`src/rtl/rr_mux_feeder_pkg.sv`:
```
// rr_mux_feeder_pkg: shared channel constants and arbiter state type for rr_mux_feeder
package rr_mux_feeder_pkg;
    localparam int N_CH = 4;
    localparam int SEL_W = 2;
    localparam int DEFAULT_DATA_W = 16;
    typedef enum logic {ST_IDLE, ST_OFFER} state_t;
endpackage

```
`src/rtl/rr_mux_feeder_pick4.sv`:
```
// rr_pick4: first eligible requester searching ptr, ptr+1, ... mod 4 with masked channels skipped
module rr_pick4
    import rr_mux_feeder_pkg::*;
(
    input  logic [N_CH-1:0]  req,
    input  logic [SEL_W-1:0] ptr,
    input  logic [N_CH-1:0]  mask,
    output logic             found,
    output logic [SEL_W-1:0] idx
);
    logic [N_CH-1:0]  elig;
    logic [SEL_W-1:0] c;
    assign elig = req & ~mask;
    // scan from the farthest offset down so the last hit is the one nearest ptr
    always_comb begin
        found = 1'b0;
        idx = ptr;
        c = ptr;
        for (int i = N_CH - 1; i >= 0; i--) begin
            c = ptr + SEL_W'(i);
            if (elig[c]) begin
                found = 1'b1;
                idx = c;
            end
        end
    end
endmodule

```
`src/rtl/rr_mux_feeder.sv`:
```
// rr_mux_feeder: one-deep per-channel buffers feeding a 4:1 mux, round-robin select; RR_MUX_FEEDER_STATS_EN adds grant counters
module rr_mux_feeder
    import rr_mux_feeder_pkg::*;
#(
    parameter int DATA_W = DEFAULT_DATA_W
`ifdef RR_MUX_FEEDER_STATS_EN
    , parameter int CNT_W = 16
`endif
)(
    input  logic              i_clk,
    input  logic              i_rst,
    input  logic [N_CH-1:0]   i_valid,
    input  logic [DATA_W-1:0] i_data_0,
    input  logic [DATA_W-1:0] i_data_1,
    input  logic [DATA_W-1:0] i_data_2,
    input  logic [DATA_W-1:0] i_data_3,
    output logic [N_CH-1:0]   o_ready,
    output logic [SEL_W-1:0]  o_ctrl,
    output logic              o_valid,
    input  logic              i_ready,
    output logic [DATA_W-1:0] o_data_0,
    output logic [DATA_W-1:0] o_data_1,
    output logic [DATA_W-1:0] o_data_2,
    output logic [DATA_W-1:0] o_data_3
`ifdef RR_MUX_FEEDER_STATS_EN
    , output logic [N_CH*CNT_W-1:0] o_grant_cnt
`endif
);
    state_t            state, state_n;
    logic [SEL_W-1:0]  ctrl, ctrl_n, ptr, ptr_n, pick_ptr, pick_idx;
    logic [N_CH-1:0]   buf_full, buf_full_n, pick_mask, wr, sel_oh;
    logic              pick_found, drain;
    logic [DATA_W-1:0] din [N_CH];
    logic [DATA_W-1:0] buf_data [N_CH];

    assign din[0] = i_data_0;
    assign din[1] = i_data_1;
    assign din[2] = i_data_2;
    assign din[3] = i_data_3;
    assign o_data_0 = buf_data[0];
    assign o_data_1 = buf_data[1];
    assign o_data_2 = buf_data[2];
    assign o_data_3 = buf_data[3];

    assign o_valid = state == ST_OFFER;
    assign o_ctrl = ctrl;
    assign drain = o_valid && i_ready;
    assign sel_oh = N_CH'(1) << ctrl;
    assign o_ready = ~buf_full | (drain ? sel_oh : '0);
    assign wr = i_valid & o_ready;
    assign buf_full_n = (buf_full & ~(drain ? sel_oh : '0)) | wr;
    // while offering, the next pick starts after the current channel and excludes it
    assign pick_ptr = o_valid ? ctrl + 2'd1 : ptr;
    assign pick_mask = o_valid ? sel_oh : '0;

    rr_pick4 u_pick (
        .req   (buf_full),
        .ptr   (pick_ptr),
        .mask  (pick_mask),
        .found (pick_found),
        .idx   (pick_idx)
    );

    // arbiter next state: start an offer from idle, or chain the next offer on a drain
    always_comb begin
        state_n = state;
        ctrl_n = ctrl;
        ptr_n = ptr;
        if (state == ST_IDLE && pick_found) begin
            state_n = ST_OFFER;
            ctrl_n = pick_idx;
        end
        if (drain) begin
            state_n = pick_found ? ST_OFFER : ST_IDLE;
            ctrl_n = pick_found ? pick_idx : ctrl;
            ptr_n = pick_ptr;
        end
    end

    // arbiter and buffer-occupancy registers
    always_ff @(posedge i_clk) begin
        if (i_rst) begin
            state <= ST_IDLE;
            ctrl <= '0;
            ptr <= '0;
            buf_full <= '0;
        end else begin
            state <= state_n;
            ctrl <= ctrl_n;
            ptr <= ptr_n;
            buf_full <= buf_full_n;
        end
    end

    // buffer words change only when their channel is written
    always_ff @(posedge i_clk) begin
        for (int n = 0; n < N_CH; n++) begin
            if (i_rst) buf_data[n] <= '0;
            else if (wr[n]) buf_data[n] <= din[n];
        end
    end

`ifdef RR_MUX_FEEDER_STATS_EN
    logic [CNT_W-1:0] cnt [N_CH];

    // saturating count of accepted transfers per channel
    always_ff @(posedge i_clk) begin
        for (int n = 0; n < N_CH; n++) begin
            if (i_rst) cnt[n] <= '0;
            else if (drain && ctrl == SEL_W'(n) && cnt[n] != '1) cnt[n] <= cnt[n] + CNT_W'(1);
        end
    end

    for (genvar g = 0; g < N_CH; g++) begin : g_cnt
        assign o_grant_cnt[g*CNT_W +: CNT_W] = cnt[g];
    end
`endif
endmodule
```
`config.mk`:
```
export PLATFORM = sky130hd
export DESIGN_NAME = rr_mux_feeder
export DESIGN_NICKNAME = d
export VERILOG_FILES = /design/src/rtl/rr_mux_feeder_pkg.sv /design/src/rtl/rr_mux_feeder_pick4.sv /design/src/rtl/rr_mux_feeder.sv
export SDC_FILE = /design/constraint.sdc
export NUM_CORES = 1
export LEC_CHECK = 0
export CAP_MARGIN = 20
export CORE_ASPECT_RATIO = 0.6
export CORE_MARGIN = 2
export CORE_UTILIZATION = 41
export DETAILED_ROUTE_END_ITERATION = 10
export HOLD_SLACK_MARGIN = 0.06
export PLACE_DENSITY = 0.82
export SYNTH_ARGS = -nofsm -noshare
export SYNTH_HDL_FRONTEND = slang
export SYNTH_SLANG_ARGS = --single-unit
```
`constraint.sdc`:
```
create_clock -name i_clk -period 2.1 [get_ports i_clk]
set_input_delay 0.525 -clock i_clk [delete_from_list [all_inputs] [get_ports i_clk]]
set_output_delay 0.525 -clock i_clk [all_outputs]
set_load 0.005 [all_outputs]
```
Word-level counts from Yosys, hierarchy flattened

Memory sizes are Yosys's and may differ from the RTL's.
Cells that the tools add are included.

Register bits after elaboration: 9
Latch bits: 0
Bits in writable memories: 64
ROM bits: 0
Output and inout bits: 71
Word-level logic and storage cells: 75
Memories: 1

Add/subtract/negate cells: 4
Multiply operators: 0
Divide/modulo/power cells: 0
$lt $le $gt $ge: 4
Eq/ne operators: 1
Shifts and indexed selects: 1
Muxes and demuxes: 43
Bitwise operators: 13
Reductions and logical operators: 4

Memory list:

| name     | depth | bits a word | rd ports | clocked after memory_dff | write ports | line                | source |
|---|---|---|---|---|---|---|---|
| buf_data | 4     | 16          | 4        | 0                        | 4           | rr_mux_feeder.sv:34 | `logic [DATA_W-1:0] buf_data [N_CH];` |

Operators by type and width:

| cell                | count |
|---|---|
| $mux 16             | 4 |
| $mux 1              | 25 |
| $mux 2              | 8 |
| $and 4x4->4         | 3 |
| $lt 2x3->1 const B  | 4 |
| $not 4->4           | 3 |
| $bmux 1 s2          | 4 |
| $mux 4              | 2 |
| $or 4x4->4          | 2 |
| $add 2x1->2 const B | 2 |
| $add 2x2->2 const B | 2 |
| $or 1x1->1          | 4 |
| $shl 1x2->4 const A | 1 |
| $logic_and 1x1->1   | 2 |
| $ne 2x2->1 const B  | 1 |
| $reduce_and 2->1    | 1 |
| $reduce_bool 2->1   | 1 |
| $not 1->1           | 1 |

Depth between registers and ports, before layout

Gate-level depths: netlist of the first run.

Depth in word-level cells: 13
Gate-level depth with buffers: 8
Gate-level depth less buffers: 7

Cells and area by module

From an unflattened synthesis of the first run, not the netlist that was laid out.

Cells, all modules: 221
Area total of the unflattened synthesis: 3,126.7 um^2

By module, submodules not included:

| module        | times used | cells each | area an instance (um^2) | sequential area each (um^2) |
|---|---|---|---|---|
| rr_mux_feeder | 1          | 200        | 2,990.4                 | 2,102.0 |
| rr_pick4      | 1          | 21         | 136.4                   | 0.0 |

Worst setup path before layout of the first run

No wires, ideal clock.

Path kind: in2reg
Start: input port i_rst
End: memory buf_data[2][0] (netlist name), enable pin
Library setup time: 0.375 ns
Arrival: 1.579 ns
Data required time: 1.725 ns
Setup slack: 0.147 ns
Stages on the path: 3
Path buffers: 2
Cell sequence: clkbuf_1 clkbuf_1 nand2b_1

RTL lines:

| what        | line                | source |
|---|---|---|
| from (decl) | rr_mux_feeder.sv:11 | `input logic i_rst,` |
| to (decl)   | rr_mux_feeder.sv:34 |  |

Worst setup path in the final report of the first run

Start: register ctrl[0], in the netlist o_ctrl[0]
End: output port o_ready[2]

Word-level cells in the longest chain between the ends: 3

Ends and longest elaborated chain:

| what                   | line                | source |
|---|---|---|
| from (decl)            | rr_mux_feeder.sv:30 | `logic [SEL_W-1:0] ctrl, ctrl_n, ptr, ptr_n, pick_ptr, pick_idx;` |
| from (signal assigned) | rr_mux_feeder.sv:89 | `ctrl <= ctrl_n;` |
| $shl 1x2->4            | rr_mux_feeder.sv:48 | `assign sel_oh = N_CH'(1) << ctrl;` |
| $mux 4                 | rr_mux_feeder.sv:49 | `assign o_ready = ~buf_full \| (drain ? sel_oh : '0);` |
| $or 4x4->4             | rr_mux_feeder.sv:49 |  |
| to (decl)              | rr_mux_feeder.sv:17 | `output logic [N_CH-1:0] o_ready,` |

No other way between the ends.

==> results of run 1 <==
-- logic make-up after synthesis --
group           share of synthesized area, %
buf+inv                                 2.34
simple gates                            19.6
flops                                   68.9
compound gates                          6.81
mux                                    0.697
fa+ha+maj                               1.64
-- power groups by stage --
stage | combinational (W) | clock, W | sequential [W]
after floorplan | 0.000231 | 0 | 0.00180
after CTS | 0.000682 | 0.00140 | 0.00177
final | 0.000678 | 0.00137 | 0.00177
after global routing | 0.000734 | 0.00146 | 0.00178
after detailed placement | 0.000671 | 0 | 0.00179
after global placement | 0.000667 | 0 | 0.00179
-- through the flow --
step           hold slack (ps)  setup WS [ps]  power (W)
2_1_floorplan              464            147    0.00203
3_3_place_gp               492           -332    0.00245
3_5_place_dp               503           -353    0.00246
4_1_cts                    517           27.2    0.00385
5_1_grt                    553           39.3    0.00397
6_report                   523            130    0.00381
-- area by class of cell --
| cell class | instances | share of cell area (%) |
|---|---|---|
| multi-input combinational | 138 | 18.0 |
| clock buffer | 9 | 4.53 |
| tap | 104 | 2.62 |
| timing repair buffer | 154 | 31.3 |
| sequential | 73 | 42.4 |
| inverter | 3 | 0.227 |
| clock inverter | 7 | 0.907 |
-- worst reg2reg max path, stage by stage (launching register included) --
cell      delay, ps
dfxtp_2         390
inv_1            80
ha_2            180
buf_4           140
nand2b_1        170
a31oi_1         260
a21oi_1         100
a211oi_1        340
o41ai_2         120
-- final timing paths --
kind,endpoint,depth (start not counted)
max,o_ready[2],5
min,buf_full[0],2
max reg2reg,o_ctrl[1],8
min reg2reg,buf_full[0],2
-- synthesized netlist by cell type, types with 3 or more instances --
cell       n  area, µm²
nor2_1    10       37.5
and2_1    64        400
nor2_2     3       18.8
a21oi_1    9       45.0
edfxtp_1  64       1920
nand2b_1   8       50.1
ha_1       4       50.1
inv_1      3       11.3
nand2_1   11       41.3
o211ai_1   3       22.5
dfxtp_1    9        180
nand3_1    5       25.0
clkbuf_2   4       20.0
-- timing repair --
item                                    in CTS  in global routing
pin swaps                                    4                  0
resized for setup                           13                  1
endpoints found under the setup margin       9                  1
setup buffers                                2                  0
-- layer usage --
metal / up-vias / wire length (µm) / global-route usage [%]
li1: 1099 / - / -
met1: 1023 / 3080 / 22.6
met2: 119 / 3200 / 27.9
met5: - / 0 / 0
met4: 0 / 96 / 6.43
met3: 10 / 919 / 9.34
-- registers in the layout (all words and copies together), names as in the netlist --
signal / flops
buf_data: 64
ptr: 2
buf_full: 4
o_ctrl: 2
o_valid: 1
==> flow_metrics.env, run 1 <==
export IMPL_cts_sinks=73
export IMPL_worstPathCellList="inv_2 -> ha_1 -> nand3_1 -> nand2_1 -> dlygate4sd2_1"
export IMPL_synth_area_mm2=0.00305
export IMPL_ctsHoldBuffers=0
export IMPL_cpLargestDelayFamily="flip-flops"
export IMPL_final_seq_area_mm2=0.00211
export IMPL_synthesis_nets=299
export IMPL_ys_async_sr_fraction_pct=0
export IMPL_rr_startpoint="o_ctrl[1]"
export IMPL_fin_nets=454
export IMPL_critPathMaxFanout=6
export IMPL_cts_tree="yes"
export IMPL_drc=0
export IMPL_arrival_ps=1440
export IMPL_dp_hpwl_um=5410
export IMPL_cp_startpoint="o_ctrl[0]"
export IMPL_final_common_cell="clkdlybuf4s50_1"
export IMPL_cts_clk_slew_worst_paths_ps=60
export IMPL_finalCritPeriodShare_pct=93.8
export IMPL_ys_flop_type="edfxtp_1"
export IMPL_hp_class="reg -> reg"
export IMPL_post_route_min_period_ps=1970
export IMPL_multi_input_area_um2=895
export IMPL_p_sw_w=0.000886
export IMPL_status="complete, no violations"
export IMPL_grt_antenna_before_repair=0
export IMPL_vias=2251
export IMPL_drt_total_wl_um=7290
export IMPL_antenna_left=0
export IMPL_die_x_um=115
export IMPL_post_route_util_pct=68.6
export IMPL_diodes=0
export IMPL_grt_pass1_wl_um=11200
export IMPL_ir_drop_v=0.000471
export IMPL_worst_pin_slew_ps=760
export IMPL_p_int_w=0.00293
export IMPL_syn_instance_count=224
export IMPL_p_leak_nw=1.88
export IMPL_grt_start_max_net_pins=17
export IMPL_combPwrFrac_pct=17.8
export IMPL_hold_start="buf_full[0]"
export IMPL_drv_slew=0
export IMPL_drt_wirelength_per_cell_um=14.9
export IMPL_grt_overflow_total=0
export IMPL_setup_total_negative_slack_ps=0
export IMPL_drt_iter0_drc=117
export IMPL_port_buffers=141
export IMPL_synth_warning_count=0
export IMPL_slowest_stage="dfxtp_4"
export IMPL_clk_latency_ps=330
export IMPL_grt_pass1_vias=2246
export IMPL_max_freq_mhz=508
export IMPL_drive_gt1_share_pct=11.7
export IMPL_area_growth_pct=62.8
export IMPL_path_class="reg -> out"
export IMPL_cts_path_max_buffers=2
export IMPL_final_cell_mix="clkdlybuf4s50_1 (136), and2_1 (64), edfxtp_1 (64)"
export IMPL_ys_ff_latch=73
export IMPL_cts_root_buffer="clkbuf_16"
export IMPL_fp_coreArea_mm2=0.00724
export IMPL_slowest_delay_ps=390
export IMPL_layout_cells_non_filler=488
export IMPL_cap_violations=0
export IMPL_seqPwrFrac_pct=46.4
export IMPL_fillerInstances=538
export IMPL_place_gp_congestion=0.864
export IMPL_rsz0062_at_grt="false"
export IMPL_hold_viol=0
export IMPL_via_per_inst=4.61
export IMPL_final_cell_area_mm2=0.00497
export IMPL_numCtsBuffers=9
export IMPL_crit_path_start_kind="register"
export IMPL_pwr_density_cell_mw_per_mm2=768
export IMPL_firstDrtPassIters=4
export IMPL_placed_area_mm2=0.00466
export IMPL_row_count=24
export IMPL_start_util_pct=42.2
export IMPL_setup_violations_final=0
export IMPL_relSlewSlack_pct=49.1
export IMPL_dieArea_mm2=0.00817
export IMPL_ys_seq_area_share_pct=68.9
export IMPL_critPathCaptureType="primary output"
export IMPL_syn_avg_cell_area_um2=13.6
export IMPL_crit_required_ps=1570
export IMPL_dpl_cell_count=470
export IMPL_clockPowerShare_pct=35.8
export IMPL_synth_edf_count=64
export IMPL_io_pin_count=142
export IMPL_timing_critical_path_buf_inv=2
export IMPL_swShare_pct=23.2
export IMPL_r2r_setup_slack_ps=200
export IMPL_track_usage_pct=18.3
export IMPL_finalClockSkew_ps=3.00
export IMPL_ys_types=33
export IMPL_cts_max_level=3
export IMPL_die_h_um=70.8
(Power assumes the default switching activity.)
==> inputs of run 2 (changes only) <==
--- a/config.mk
+++ b/config.mk
@@ -5,10 +5,11 @@
 export SDC_FILE = /design/constraint.sdc
 export NUM_CORES = 1
 export LEC_CHECK = 0
+export ABC_AREA = 1
 export CAP_MARGIN = 20
 export CORE_ASPECT_RATIO = 0.6
 export CORE_MARGIN = 2
-export CORE_UTILIZATION = 41
+export CORE_UTILIZATION = 42
 export DETAILED_ROUTE_END_ITERATION = 10
 export HOLD_SLACK_MARGIN = 0.06
 export PLACE_DENSITY = 0.82
==> flow_metrics.env, run 2 <==
export IMPL_synth_most_common_cell="inv_1"
export IMPL_fin_nets=573
export IMPL_hold_start="ptr[1]"
export IMPL_die_x_um=118
export IMPL_max_freq_mhz=501
export IMPL_pwr_density_cell_mw_per_mm2=802
export IMPL_cap_violations=0
export IMPL_met1_usage_pct=23.7
export IMPL_post_route_min_period_ps=2000
export IMPL_cp_startpoint="o_ctrl[1]"
export IMPL_hp_class="reg -> reg"
export IMPL_final_cell_area_mm2=0.00528
export IMPL_timing_critical_path_buf_inv=3
export IMPL_track_usage_pct=20.0
export IMPL_worstPathCellList="inv_1 -> ha_1 -> nand2_1 -> nand2_2 -> o21ai_2 -> inv_1 -> dlygate4sd2_1"
export IMPL_finalClockSkew_ps=4.23
export IMPL_drc=0
export IMPL_antenna_left=0
export IMPL_ys_async_sr_fraction_pct=0
export IMPL_cts_max_level=3
export IMPL_grt_start_max_net_pins=17
export IMPL_via_per_inst=4.44
export IMPL_vias=2696
export IMPL_drt_total_wl_um=8240
export IMPL_final_cell_mix="clkdlybuf4s50_1 (136), inv_1 (85), nor2_1 (71)"
export IMPL_largest_reg_flops=64
export IMPL_drive_gt1_share_pct=12.5
export IMPL_arrival_ps=1470
export IMPL_synth_area_mm2=0.00326
export IMPL_ys_ff_latch=73
export IMPL_port_buffers=141
export IMPL_synth_warning_count=0
export IMPL_ir_drop_v=0.000636
export IMPL_cts_path_max_buffers=2
export IMPL_ys_flop_type="edfxtp_1"
export IMPL_clk_latency_ps=320
export IMPL_row_count=24
export IMPL_layout_cells_non_filler=607
export IMPL_synth_edf_count=64
export IMPL_ctsHoldBuffers=0
export IMPL_area_growth_pct=61.9
export IMPL_grt_pass1_wl_um=13100
export IMPL_firstDrtPassIters=4
export IMPL_ys_types=23
export IMPL_min_path_cells=2
export IMPL_finalCritPeriodShare_pct=95.1
export IMPL_cts_clk_slew_worst_paths_ps=60
export IMPL_placed_area_mm2=0.00493
export IMPL_post_route_util_pct=71.4
export IMPL_p_leak_nw=2.45
export IMPL_diodes=0
export IMPL_synthesis_nets=406
export IMPL_die_h_um=72.2
export IMPL_grt_pass1_vias=2689
export IMPL_top_regs="buf_data x64, buf_full x4"
export IMPL_critPathMaxFanout=4
export IMPL_top_register="buf_data"
export IMPL_crit_required_ps=1570
export IMPL_cts_tree="yes"
export IMPL_rsz0062_at_grt="false"
export IMPL_r2r_cells=13
export IMPL_drt_iter0_drc=242
export IMPL_start_util_pct=44.1
export IMPL_ys_seq_area_share_pct=64.5
export IMPL_post_synth_top_area_cell="edfxtp_1"
export IMPL_dp_hpwl_um=6160
export IMPL_cp_depth=7
export IMPL_cpLargestDelayFamily="buffers and inverters"
export IMPL_grt_antenna_before_repair=0
export IMPL_path_class="reg -> out"
export IMPL_status="complete, no violations"
export IMPL_worst_pin_slew_ps=518
export IMPL_path_common_cell="inv_1"
export IMPL_grtUsageMet3_pct=9.20
export IMPL_final_common_cell="clkdlybuf4s50_1"
export IMPL_place_gp_congestion=0.851
export IMPL_netlist_top_cells_count="inv_1 (86), nor2_1 (71), edfxtp_1 (64)"
export IMPL_slowest_delay_ps=360
export IMPL_crit_path_start_kind="register"
export IMPL_setup_violations_final=0
export IMPL_grt_overflow_total=0
export IMPL_syn_instance_count=331
export IMPL_io_pin_count=142
export IMPL_synth_top_area_share_pct=59.0
export IMPL_relSlewSlack_pct=65.4
export IMPL_synthTopCellsByArea="edfxtp_1 (59%), inv_1 (9.9%), nor2_1 (8.2%), dfxtp_1 (5.5%), nand2_1 (5.3%)"
export IMPL_syn_avg_cell_area_um2=9.85
export IMPL_cts_sinks=73
export IMPL_numCtsBuffers=9
export IMPL_slowest_stage="dfxtp_4"
export IMPL_rr_startpoint="o_ctrl[0]"
export IMPL_cts_root_buffer="clkbuf_16"
export IMPL_fp_coreArea_mm2=0.00739
export IMPL_hold_viol=0
export IMPL_critPathCaptureType="primary output"
export IMPL_met2_usage_pct=33.3
export IMPL_dpl_cell_count=588
export IMPL_drt_wirelength_per_cell_um=13.6
export IMPL_drv_slew=0
export IMPL_dieArea_mm2=0.00850
export IMPL_gr_max_usage_layer="met2"
[run 2: changes by cell type after synthesis, moves of 3 or more]
cell      delta
and2_1      -64
inv_1       +83
nand3_2      +5
nand2_4      +4
nor2_1      +61
o21ai_0      +8
clkbuf_2     -4
nand2_1     +35
o211ai_1     -3
nand2b_1     -8
a21oi_1      -3
nand2_2      +7
[run 2: routing by layer]
| layer | share of wire, % | vias up | routed length, µm |
|---|---|---|---|
| met4 | 0.99 | 0 | 82 |
| met3 | 10 | 7 | 841 |
| li1 | - | 1344 | - |
| met5 | 0 | - | 0 |
| met1 | 42 | 1211 | 3480 |
| met2 | 47 | 134 | 3840 |
[run 2: cells by family after synthesis]
family | share of synthesized area [%]
flip-flops | 64.5
adder cells (fa/ha/maj) | 1.54
buffers and inverters | 11.3
AO/OA/AOI/OAI | 3.65
AND/OR/NAND/NOR | 19.0
[run 2: worst paths after layout]
check                to  slack [ps]
max          o_ready[1]         100
min              ptr[1]         500
max reg2reg   o_ctrl[0]         330
min reg2reg      ptr[1]         500
[run 2: worst min-delay path, delay by kind of cell, from the launching register on]
kind	cells	cell delay (ps)
compound gates	1	70
buf+inv	1	70
flops	1	310
[run 2: area by class of cell]
| cell class | instances | area, µm² |
|---|---|---|
| sequential | 73 | 2110 |
| tap | 104 | 130 |
| clock inverter | 7 | 61.3 |
| inverter | 87 | 327 |
| clock buffer | 9 | 225 |
| timing repair buffer | 162 | 1610 |
| multi-input combinational | 165 | 815 |
| fill | 523 | 2110 |
[run 2: report_power, final]
| part | leakage (nW) | switching (W) | internal (W) |
|---|---|---|---|
| registers | 0.763 | 0.0000607 | 0.00173 |
| logic | 1.55 | 0.000452 | 0.000533 |
| clock network | 0.134 | 0.000551 | 0.000904 |
[run 2: through the flow]
step	setup WS, ps	power (W)	hold slack (ps)	TNS, ps
finish	103	0.00423	504	0
global route	1.15	0.00442	516	0
CTS	-142	0.00423	507	-275
detailed placement	-271	0.00277	499	-1860
global placement	-237	0.00274	462	-898
floorplan	338	0.00221	444	0
[run 2: repair_timing]
item | 4_1_cts | 5_1_grt
hold endpoints to repair | 0 | 0
setup endpoints to repair | 4 | 3
gates resized for setup | 8 | 10
buffers inserted | 1 | 2
==> inputs of run 3 (changes only) <==
--- a/config.mk
+++ b/config.mk
@@ -9,10 +9,10 @@
 export CAP_MARGIN = 20
 export CORE_ASPECT_RATIO = 0.6
 export CORE_MARGIN = 2
-export CORE_UTILIZATION = 42
+export CORE_UTILIZATION = 35
 export DETAILED_ROUTE_END_ITERATION = 10
 export HOLD_SLACK_MARGIN = 0.06
-export PLACE_DENSITY = 0.82
+export PLACE_DENSITY = 0.71
 export SYNTH_ARGS = -nofsm -noshare
 export SYNTH_HDL_FRONTEND = slang
 export SYNTH_SLANG_ARGS = --single-unit
==> flow_metrics.env, run 3 (synthesis gave the netlist of run 2 again) <==
export IMPL_hp_class="reg -> reg"
export IMPL_placed_area_mm2=0.00497
export IMPL_rsz0062_at_grt="false"
export IMPL_diodes=0
export IMPL_ctsHoldBuffers=0
export IMPL_slowest_stage="clkdlybuf4s50_1"
export IMPL_die_x_um=129
export IMPL_post_route_util_pct=58.0
export IMPL_io_pin_count=142
export IMPL_firstDrtPassIters=4
export IMPL_p_leak_nw=2.45
export IMPL_numCtsBuffers=9
export IMPL_ir_drop_v=0.000488
export IMPL_finalCritPeriodShare_pct=94.9
export IMPL_top_register="buf_data"
export IMPL_row_count=27
export IMPL_cpLargestDelayFamily="buffers and inverters"
export IMPL_antenna_left=0
export IMPL_cts_max_level=3
export IMPL_drv_slew=0
export IMPL_rr_startpoint="o_ctrl[1]"
export IMPL_dp_hpwl_um=5960
export IMPL_top_regs="buf_data x64, buf_full x4"
export IMPL_r2r_setup_slack_ps=330
export IMPL_grt_antenna_before_repair=0
export IMPL_port_buffers=141
export IMPL_dieArea_mm2=0.0101
export IMPL_arrival_ps=1470
export IMPL_grt_pass1_vias=2585
export IMPL_crit_required_ps=1570
export IMPL_final_common_cell="clkdlybuf4s50_1"
export IMPL_place_gp_congestion=0.909
export IMPL_max_freq_mhz=502
export IMPL_fillerInstances=772
export IMPL_start_util_pct=35.7
export IMPL_r2r_cells=14
export IMPL_pwr_density_cell_mw_per_mm2=781
export IMPL_timing_critical_path_buf_inv=2
export IMPL_cap_violations=0
export IMPL_via_per_inst=4.26
export IMPL_fin_nets=577
export IMPL_hold_viol=0
export IMPL_cts_sinks=73
export IMPL_area_growth_pct=62.3
export IMPL_drc=0
export IMPL_drt_iter0_drc=175
export IMPL_track_usage_pct=15.7
export IMPL_die_h_um=78.8
export IMPL_final_cell_mix="clkdlybuf4s50_1 (136), inv_1 (85), nor2_1 (71)"
export IMPL_grt_overflow_total=0
export IMPL_worst_pin_slew_ps=401
export IMPL_power_w=0.00413
export IMPL_grt_pass1_wl_um=12300
export IMPL_multi_input_area_um2=802
export IMPL_worstPathCellList="buf_4 -> clkdlybuf4s50_1"
export IMPL_drive_gt1_share_pct=13.8
export IMPL_cts_clk_slew_worst_paths_ps=60
export IMPL_slowest_delay_ps=520
export IMPL_fp_coreArea_mm2=0.00912
export IMPL_final_seq_area_mm2=0.00211
export IMPL_cp_depth=2
export IMPL_relSlewSlack_pct=73.2
export IMPL_setup_total_negative_slack_ps=0
export IMPL_clk_latency_ps=320
export IMPL_cp_startpoint="o_valid"
export IMPL_vias=2656
export IMPL_largest_reg_flops=64
export IMPL_cts_tree="yes"
export IMPL_critPathCaptureType="primary output"
export IMPL_setup_violations_final=0
export IMPL_finalClockSkew_ps=4.34
export IMPL_grt_start_max_net_pins=17
export IMPL_critPathMaxFanout=8
export IMPL_status="complete, no violations"
export IMPL_path_class="reg -> out"
export IMPL_drt_total_wl_um=7740
export IMPL_cts_path_max_buffers=2
export IMPL_post_route_min_period_ps=1990
export IMPL_crit_end="o_valid"
export IMPL_r2r_end="o_ctrl[0]"
export IMPL_crit_path_start_kind="register"
export IMPL_drt_wirelength_per_cell_um=12.4
export IMPL_final_cell_area_mm2=0.00529
export IMPL_cts_root_buffer="clkbuf_16"
run 3: cell types whose count changed in the layout (fill, tap and decap cells not counted), sizes merged:
| cell | before | now |
|---|---|---|
| clkbuf | 9 | 11 |
| dlymetal6s2s | 2 | 1 |
| bufinv | 1 | 0 |
| clkinvlp | 2 | 3 |
| clkinv | 4 | 3 |
| buf | 21 | 25 |
| dlygate4sd2 | 3 | 2 |
| inv | 87 | 88 |
run 3: repair_timing:
item,4_1_cts,5_1_grt
resized for setup,11,7
setup endpoints to repair,5,3
setup buffers,4,2
run 3: where the power goes:
group / switching [W] / internal (W) / total, W
clock network: 0.000558 / 0.000793 / 0.00135
registers: 0.0000531 / 0.00173 / 0.00178
logic: 0.000453 / 0.000546 / 0.000999
run 3: area by class of cell:
cell class                      count  area share (%)
Clock inverter                      7           0.851
Multi-Input combinational cell    165            15.2
Clock buffer                        9            4.26
Tap cell                          116            2.74
Timing Repair Buffer              166            31.0
Sequential cell                    73            39.8
Inverter                           87            6.17
run 3: worst register-to-register path: cells and delay by family, from the launching register on:
kind	cells	cell delay, ps
buf+inv	3	220
fa+ha+maj	1	310
simple gates	10	790
flops	1	340
run 3: per-layer routing:
metal	track usage, %	share of wire (%)	vias to the layer above
met3	7.68	11	4
met1	20.1	46	1184
met4	2.61	0.32	0
met2	24.7	42	116
met5	0	0	-
li1	-	-	1352
run 3: per-stage QoR:
stage / hold WS, ps / worst slack [ps] / std cells
6_report: 486 / 107 / 623
2_1_floorplan: 444 / 338 / 331
5_1_grt: 504 / 31.0 / 623
3_3_place_gp: 460 / -307 / 601
4_1_cts: 486 / -129 / 621
3_5_place_dp: 478 / -365 / 601
run 3: worst min-delay path by stage:
stage,startpoint,to,slack [ps],cells past startpoint
2_1_floorplan,ptr[1],ptr[1],440,2
3_5_place_dp,ptr[1],ptr[1],480,2
3_3_place_gp,ptr[1],ptr[1],460,2
5_1_grt,ptr[1],ptr[1],500,2
4_1_cts,ptr[1],ptr[1],490,2
6_report,ptr[1],ptr[1],490,2
